File: src/rtl/ballgame_pkg.sv
// ballgame_pkg: shared geometry constants and run-state encodings for the paddle game.
package ballgame_pkg;
    localparam int SCREEN_W = 640;
    localparam int PADDLE_W = 64;
    localparam int STEP = 16;
    localparam int X_W = 10;
    localparam logic [X_W-1:0] XMAX = X_W'(SCREEN_W - PADDLE_W);
    localparam logic [X_W-1:0] XCTR = XMAX / 2;
    localparam logic [X_W-1:0] XSTEP = X_W'(STEP);
    typedef enum logic [2:0] {
        IDLE  = 3'd0,
        SERVE = 3'd1,
        PLAY  = 3'd2,
        PAUSE = 3'd3,
        OVER  = 3'd4
    } state_t;
endpackage

File: src/rtl/paddle_ctrl_if.sv
// paddle_ctrl_if: key/frame/ball events into the paddle controller and paddle/state outputs back.
interface paddle_ctrl_if;
    import ballgame_pkg::*;
    logic key_start, user1_left, user1_right, user2_left, user2_right;
    logic frame_tick, game_over;
    logic [X_W-1:0] paddle1_x, paddle2_x;
    logic [2:0] state;
    logic serve, running;
    modport master (
        output key_start, user1_left, user1_right, user2_left, user2_right, frame_tick, game_over,
        input  paddle1_x, paddle2_x, state, serve, running
    );
    modport slave (
        input  key_start, user1_left, user1_right, user2_left, user2_right, frame_tick, game_over,
        output paddle1_x, paddle2_x, state, serve, running
    );
endinterface

File: src/rtl/paddle_axis.sv
// paddle_axis: one player's buffered left/right move and clamped paddle position.
module paddle_axis
    import ballgame_pkg::*;
(
    input  logic           clk,
    input  logic           reset,
    input  logic           left,
    input  logic           right,
    input  logic           capture_en,
    input  logic           apply_en,
    input  logic           center,
    output logic [X_W-1:0] x
);
    logic pend_l, pend_r, nxt_l, nxt_r;
    logic [X_W-1:0] x_nxt;
    // A fresh pulse always replaces pending, even on the tick that consumes the old one.
    always_comb begin
        nxt_l = capture_en && ((left || right) ? (left && !right) : (pend_l && !apply_en));
        nxt_r = capture_en && ((left || right) ? (right && !left) : (pend_r && !apply_en));
        x_nxt = center ? XCTR :
                !apply_en ? x :
                pend_l ? ((x < XSTEP) ? '0 : x - XSTEP) :
                pend_r ? ((x > XMAX - XSTEP) ? XMAX : x + XSTEP) : x;
    end
    always_ff @(posedge clk) begin
        if (reset) begin
            pend_l <= 1'b0;
            pend_r <= 1'b0;
            x <= XCTR;
        end else begin
            pend_l <= nxt_l;
            pend_r <= nxt_r;
            x <= x_nxt;
        end
    end
endmodule

File: src/rtl/paddle_ctrl.sv
// paddle_ctrl: game run-state FSM plus two frame-synchronous paddle axes.
module paddle_ctrl
    import ballgame_pkg::*;
(
    input logic          clk,
    input logic          reset,
    paddle_ctrl_if.slave bus
);
    state_t st, nxt;
    logic serve_q, running_q, capture_en, apply_en, center;
    always_comb begin
        nxt = IDLE;
        case (st)
            IDLE:    nxt = bus.key_start ? SERVE : IDLE;
            SERVE:   nxt = bus.frame_tick ? PLAY : SERVE;
            PLAY:    nxt = bus.game_over ? OVER : bus.key_start ? PAUSE : PLAY;
            PAUSE:   nxt = bus.key_start ? PLAY : PAUSE;
            OVER:    nxt = bus.key_start ? IDLE : OVER;
            default: nxt = IDLE;
        endcase
    end
    always_ff @(posedge clk) begin
        if (reset) begin
            st <= IDLE;
            serve_q <= 1'b0;
            running_q <= 1'b0;
        end else begin
            st <= nxt;
            serve_q <= (st == SERVE) && bus.frame_tick;
            running_q <= (nxt == PLAY);
        end
    end
    // Centering keys off the next state so paddles read XCTR on the same edge IDLE is entered.
    assign capture_en = (st == SERVE) || (st == PLAY);
    assign apply_en = (st == PLAY) && bus.frame_tick;
    assign center = (nxt == IDLE);
    paddle_axis u_p1 (
        .clk(clk), .reset(reset), .left(bus.user1_left), .right(bus.user1_right),
        .capture_en(capture_en), .apply_en(apply_en), .center(center), .x(bus.paddle1_x)
    );
    paddle_axis u_p2 (
        .clk(clk), .reset(reset), .left(bus.user2_left), .right(bus.user2_right),
        .capture_en(capture_en), .apply_en(apply_en), .center(center), .x(bus.paddle2_x)
    );
    assign bus.state = st;
    assign bus.serve = serve_q;
    assign bus.running = running_q;
endmodule

File: src/flat_wrapper.sv
// flat-port wrapper written by rule: the top's interface ports become plain ports
module paddle_ctrl_flat import ballgame_pkg::*;
  (clk, reset, bus_key_start, bus_user1_left, bus_user1_right, bus_user2_left, bus_user2_right, bus_frame_tick, bus_game_over, bus_paddle1_x, bus_paddle2_x, bus_state, bus_serve, bus_running);
  paddle_ctrl_if bus_i ();
  input logic clk;
  input logic reset;
  input wire logic [$bits(bus_i.key_start)-1:0] bus_key_start;
  input wire logic [$bits(bus_i.user1_left)-1:0] bus_user1_left;
  input wire logic [$bits(bus_i.user1_right)-1:0] bus_user1_right;
  input wire logic [$bits(bus_i.user2_left)-1:0] bus_user2_left;
  input wire logic [$bits(bus_i.user2_right)-1:0] bus_user2_right;
  input wire logic [$bits(bus_i.frame_tick)-1:0] bus_frame_tick;
  input wire logic [$bits(bus_i.game_over)-1:0] bus_game_over;
  output wire logic [$bits(bus_i.paddle1_x)-1:0] bus_paddle1_x;
  output wire logic [$bits(bus_i.paddle2_x)-1:0] bus_paddle2_x;
  output wire logic [$bits(bus_i.state)-1:0] bus_state;
  output wire logic [$bits(bus_i.serve)-1:0] bus_serve;
  output wire logic [$bits(bus_i.running)-1:0] bus_running;
  assign bus_i.key_start = bus_key_start;
  assign bus_i.user1_left = bus_user1_left;
  assign bus_i.user1_right = bus_user1_right;
  assign bus_i.user2_left = bus_user2_left;
  assign bus_i.user2_right = bus_user2_right;
  assign bus_i.frame_tick = bus_frame_tick;
  assign bus_i.game_over = bus_game_over;
  assign bus_paddle1_x = bus_i.paddle1_x;
  assign bus_paddle2_x = bus_i.paddle2_x;
  assign bus_state = bus_i.state;
  assign bus_serve = bus_i.serve;
  assign bus_running = bus_i.running;
  paddle_ctrl u_core (.clk(clk), .reset(reset), .bus(bus_i));
endmodule
File: config.mk
export PLATFORM = sky130hd
export DESIGN_NAME = paddle_ctrl_flat
export DESIGN_NICKNAME = d
export VERILOG_FILES = /design/src/rtl/ballgame_pkg.sv /design/src/rtl/paddle_ctrl_if.sv /design/src/rtl/paddle_axis.sv /design/src/rtl/paddle_ctrl.sv /design/src/flat_wrapper.sv
export SDC_FILE = /design/constraint.sdc
export NUM_CORES = 1
export LEC_CHECK = 0
export ABC_CLOCK_PERIOD_IN_PS = 2300
export CORE_MARGIN = 5
export CORE_UTILIZATION = 40
export CTS_CLUSTER_SIZE = 30
export DETAILED_ROUTE_END_ITERATION = 10
export HOLD_SLACK_MARGIN = 0.03
export PLACE_DENSITY = 0.66
export REMOVE_ABC_BUFFERS = 1
export SLEW_MARGIN = 0
export SYNTH_ARGS = -nofsm -noshare
export SYNTH_HDL_FRONTEND = slang
export SYNTH_HIERARCHICAL = 1
export SYNTH_SLANG_ARGS = --single-unit
File: constraint.sdc
create_clock -name clk -period 2.3 [get_ports clk]
set_input_delay 0.23 -clock clk [delete_from_list [all_inputs] [get_ports clk]]
set_output_delay 0.23 -clock clk [all_outputs]
set_load 0.01 [all_outputs]
Yosys cells after proc, flatten, opt, wreduce, memory -nomap -nowiden
Index checks and enable logic that the tools add are counted.
W data, S select, Z words.

word-level totals
  input bits = 9
  word-level logic and storage cells = 70
  register bits = 29
  output and inout bits = 25

operators by class
  multiplexer cells = 19
  reduce and logical (&&, ||, !) cells = 29
  equality and inequality tests = 5
  add/sub/neg operators = 4
  $lt $le $gt $ge = 4

operator list
  cell                     number
  $mux W10                 8
  $add A10 B5 Y10 const B  2
  $gt A10 B10 Y1 const B   2
  $lt A10 B5 Y1 const B    2
  $sub A10 B5 Y10 const B  2
  $pmux W3 S5              1
  $logic_and A1 B1 Y1      14
  $eq A3 B2 Y1 const B     3
  $mux W1                  7
  $logic_not A3 Y1         2
  $mux W3                  2
  $logic_not A1 Y1         5
  $reduce_and A2 Y1        2
  $reduce_bool A2 Y1       2
  $eq A3 B1 Y1 const B     1
  $eq A3 B3 Y1 const B     1
  $logic_or A1 B1 Y1       3
  $mux W2                  1
  $reduce_or A2 Y1         1

Longest topological paths before layout
  depth in word-level cells = 6
  mapped depth = 6
  depth with buffers taken out = 6

By module
The synthesis kept the hierarchy.

by module, submodules not included
  module       area each (µm²)  times used  cells an instance
  paddle_axis  630.6            2           82
  paddle_ctrl  269.0            1           28

Worst setup path before layout
OpenSTA, ideal clock, no wires.

  path type = register -> register
  start point = register u_core.st[0] (netlist: u_core/bus.state[0])
  end point = register u_core.u_p1.x[7]
  setup slack = 0.130 ns
  buffers on the path = 1
  library setup time = 0.141 ns
  data arrival time = 2.029 ns
  cell stages (with the launch flop) = 6
  clock period less this slack = 2.170 ns
  cell sequence = dfxtp_1 buf_2 nor4bb_1 o21ai_1 a32oi_1 a311oi_1

RTL lines
  element                             line               source
  start: declaration                  paddle_ctrl.sv:9   state_t st, nxt;
  start signal: assignment            paddle_ctrl.sv:28  st <= nxt;
  $eq A3 B2 Y1                        paddle_ctrl.sv:35  assign apply_en = (st == PLAY) && bus.frame_tick;
  $logic_and A1 B1 Y1                 paddle_ctrl.sv:35
  via u_core.apply_en                 paddle_ctrl.sv:10  logic serve_q, running_q, capture_en, apply_en, center;
  $reduce_and A2 Y1 (no source line)  -
  end signal: assignment              paddle_axis.sv:33  x <= x_nxt;
  end: declaration                    paddle_axis.sv:12  output logic [X_W-1:0] x

The timed path passes the listed nets, and every way through them passes these cells.
A chain may end at the register's enable or synchronous reset.

Worst setup path after layout
  start point = register u_core.u_p1.x[4]
  end point = register u_core.u_p1.x[4]

on the way
  word-level cells in the longest chain between the ends = 4

RTL lines
  element                                                   line               source
  $add A10 B5 Y10 / $gt A10 B10 Y1 (equally long branches)  paddle_axis.sv:23  pend_r ? ((x > XMAX - XSTEP) ? XMAX : x + XSTEP) : x;
  $mux W10 (2 in series)                                    paddle_axis.sv:23
  $mux W10 (*)                                              paddle_axis.sv:22  pend_l ? ((x < XSTEP) ? '0 : x - XSTEP) :

Mark *: on every way between the ends. The rest lies on a longest branch, timed or not. The select of a mux whose other input is x is not followed.

==> results.md <==
- The worst slack at placement is 426 ps.
- The number of synthesized register bits is 21.
- The clock slew at the register clock pins of the worst setup and hold paths is 80 ps.
- After the flow finishes, the layout carries non-filler instances totaling approximately 260.
- Of the total power, combinational logic draws 0.123.
- For the pin with the worst max-slew slack, the measured transition is roughly 500 ps.
- The most used flip-flop cell after synthesis is dfxtp_1.
- The critical path is of the reg -> reg type.
- The top cell type's share of synthesized area is 0.275.
- The effective utilization at floorplan is 0.415.
- The total power density per cell area is ~410 mW/mm2.
- STA classifies the critical path endpoint as a flop.
- The number of clock buffers added by TritonCTS is 3.
- The final core utilization is 0.483.
- Setup repair after global routing left no endpoint under its margin.
- The longest clock path from root to sink contains 2 buffers.
- The worst-skew pair later-pin latency is about 260 ps.
- Total power for the finished layout comes to slightly above 0.7 mW.
- The initial antenna violation count came to 0.
- The number of buffers added on ports is 25.
- The fraction of power consumed by the clock network is 0.342.
- The minimum clock period after layout is 1720 ps.
- The required time reported for the critical path endpoint is ~2500 ps.
- The post-layout instance area is between 0.0015 and 0.002 mm2.
- A synthesized cell averages around 8 um2.
- Global routing finished with a remaining overflow of 0.
- The DRC violation count after routing is 0.
- Including well taps, the total number of placed cells is around 250.
- In the final routed layout, each cell accounts on average for ~14 um.
- The HPWL after detailed placement is 2.47 mm.
- The standard cell core area is approximately 0.0037 mm2.
- The total wirelength of the detailed-routed design is between 3 and 4 mm.
- The share of the yosys chip area belonging to registers is 0.275.
- The post-cts resize count is 0.
- The final antenna-violating net count is 0.
- The slowest cell on the critical path is dfxtp_1.
- Setup violations remaining at the end of the flow were counted as 0.
- The first-iteration detailed-routing DRC count is between 100 and 150.
- Before antenna repair, the detailed router went through 5 iterations.
- In this design, the stage delay of the slowest critical-path cell is approximately 550 ps.
- The net switching component of the power is around 0.19 mW.
- In the routed layout, each cell is associated on average with a via count of between 5 and 6.
- The cell sitting at the root of the clock tree is a clkbuf_8.
- CTS built an H-tree with a depth of 1.
- The last weighted congestion value of the routability-driven placer is roughly 0.77.
- The Yosys step of the flow raised 6 warnings.
- The number of max-capacitance violations reported is 0.
- The highest attainable clock frequency is 583 MHz.
- The switching part of the total is 0.260.
- Compared with the post-synthesis result, the final layout area differs by 16.4%.
- The origin of the worst min-delay path is bus_user2_right.
- The cell-internal power is around 0.53 mW.
- Synthesis instantiated 45 different standard cells from the library.
- The top cell types in the final layout, fill and taps aside, are clkdlybuf4s50_1 (25), dfxtp_1 (21), nor2_1 (19).
- The most common cell after layout, fill and taps aside is clkdlybuf4s50_1.
- Tracing the worst setup path back leads to its startpoint at u_core/u_p1/x[4].
- In the finished design, the share of the clock period the worst path needs comes to 0.746.
- In this run the tightest slew margin relative to its limit is 0.667.
- The leakage dissipation is around 0.59 nW.
- In this run the worst path has a maximum fanout of 9.
- The y dimension of the die is around 72 um.
- Sorting the synthesized cells by area gives the leading types as dfxtp_1 (27%), ha_1 (4.9%), nor2_1 (4.7%), buf_4 (4.4%), a21oi_1 (3.9%).
- The number of instances in the synthesized netlist is between 150 and 200.
- The number of flops mapped to enable cells by yosys is 0.
- The count of final max-slew check failures is 0.
- The worst hold margin is ~530 ps.
- The floorplan die width is 71.9 um.
- In the final timing run, aggregate negative setup slack is 0 ps.
- STA classifies the critical path startpoint as a flop.
- The start of the worst register-to-register path is u_core/u_p1/x[4].
- TritonCTS built the clock tree.
- The signal on the critical path passes through inv_1, ha_1, nor2b_1, a21boi_1, o211ai_1, a21boi_2.
- The number of buffers inserted by hold repair at cts is 0.
- The fraction of layout instances using a drive strength above 1 is 0.0909.
- The number of clock sinks is 21.
- The biggest area contributor in the post-synthesis netlist is dfxtp_1.
- The area of the mapped netlist is roughly 0.0015 mm2.
- The fraction of registers with async set/reset is 0.
- The wire length of the first global-routing pass is just under 6 mm.
- The worst path meets setup with about 600 ps of slack.
- The share of total power dissipated in sequential elements is 0.535.
- Across all layers, the routed design uses around 1500 vias.
- Between clock sinks in the finished design, the worst skew comes to roughly 1.7 ps.
- The flow ran to the end, and the final reports show no timing, DRC or antenna violations.
- The repair_antennas step left the layout with diodes totalling 0.
- For this run, the total global-route usage over all layers was measured as 0.139.
- Buffers added to address setup during post-CTS repair amount to 0.
- The number of nets in the layout is 225.
- The instance area at placement is about 0.0017 mm2.
- The via count of the first global-routing pass is ~1300.
- The endpoint arrival time on the critical path is between 1500 and 2000 ps.
- The total die area is ~0.0052 mm2.
- The number of I/O pins is 34.
- Together, buffers and inverters on the worst path number 1.
- Entering global routing, the biggest net connects 16 pins.
- The final hold violation count is 0.
- The min-delay analysis places its worst path in the category in -> reg.
- The number of standard-cell rows in the floorplan is 22.
- The gate family responsible for the most delay along the worst path is flip-flops.
- Across the VDD grid, the largest voltage drop is approximately 0.24 mV.
==> cell families after synthesis <==
| family | share of synthesized area |
|---|---|
| compound gates | 0.265 |
| xor+xnor | 0.0229 |
| fa+ha+maj | 0.0491 |
| buf+inv | 0.104 |
| flops | 0.275 |
| mux | 0.00981 |
| other cells | 0.00491 |
| simple gates | 0.270 |
==> registers in the layout, summed over array words and instances, names as in the netlist <==
register / count
u_core/u_p1/x: 6
u_core/u_p2/x: 6
u_core/bus.state: 3
u_core/bus.running: 1
u_core/bus.serve: 1
u_core/u_p1/pend_l: 1
u_core/u_p1/pend_r: 1
u_core/u_p2/pend_l: 1
u_core/u_p2/pend_r: 1
==> Yosys cell counts, types with 3 or more instances <==
cell type / n
dfxtp_1: 21
nor2_1: 19
a21oi_1: 12
nand2_1: 12
nor3_1: 11
o21ai_0: 11
buf_4: 9
nand3_1: 8
buf_2: 7
and4_1: 6
ha_1: 6
a32oi_1: 4
inv_1: 4
nor2b_1: 4
o211ai_1: 4
a211oi_1: 3
buf_6: 3
xnor2_1: 3
==> power groups by stage <==
stage               registers, mW  clock network, mW  logic (mW)
CTS                         0.387              0.255      0.0891
detailed placement          0.395                  0      0.0884
global placement            0.395                  0      0.0891
floorplan                   0.394                  0      0.0484
global route                0.389              0.266      0.0989
finish                      0.387              0.248      0.0889
==> path summary, 6_finish.rpt <==
check | endpoint | slack [ps] | depth (start not counted)
max reg2reg | u_core/u_p1/x[4] | 580 | 6
max | u_core/u_p1/x[4] | 580 | 6
min | u_core/u_p2/pend_l | 530 | 2
min reg2reg | u_core/u_p2/pend_r | 570 | 2
==> area by class of cell <==
type | count | area, um2
Fill cell | 382 | 1910
Multi-Input combinational cell | 152 | 973
Sequential cell | 21 | 420
Timing Repair Buffer | 26 | 258
Tap cell | 48 | 60.1
Clock buffer | 3 | 41.3
Inverter | 6 | 22.5
Clock inverter | 1 | 5.00
==> routing by layer <==
| layer | global-route usage | wire length (um) |
|---|---|---|
| met1 | 0.201 | 1710 |
| met2 | 0.204 | 1590 |
| met3 | 0.0281 | 215 |
| met4 | 0.0438 | 31 |
| met5 | 0 | 0 |
Note: power is estimated with default switching activity, not from simulation.
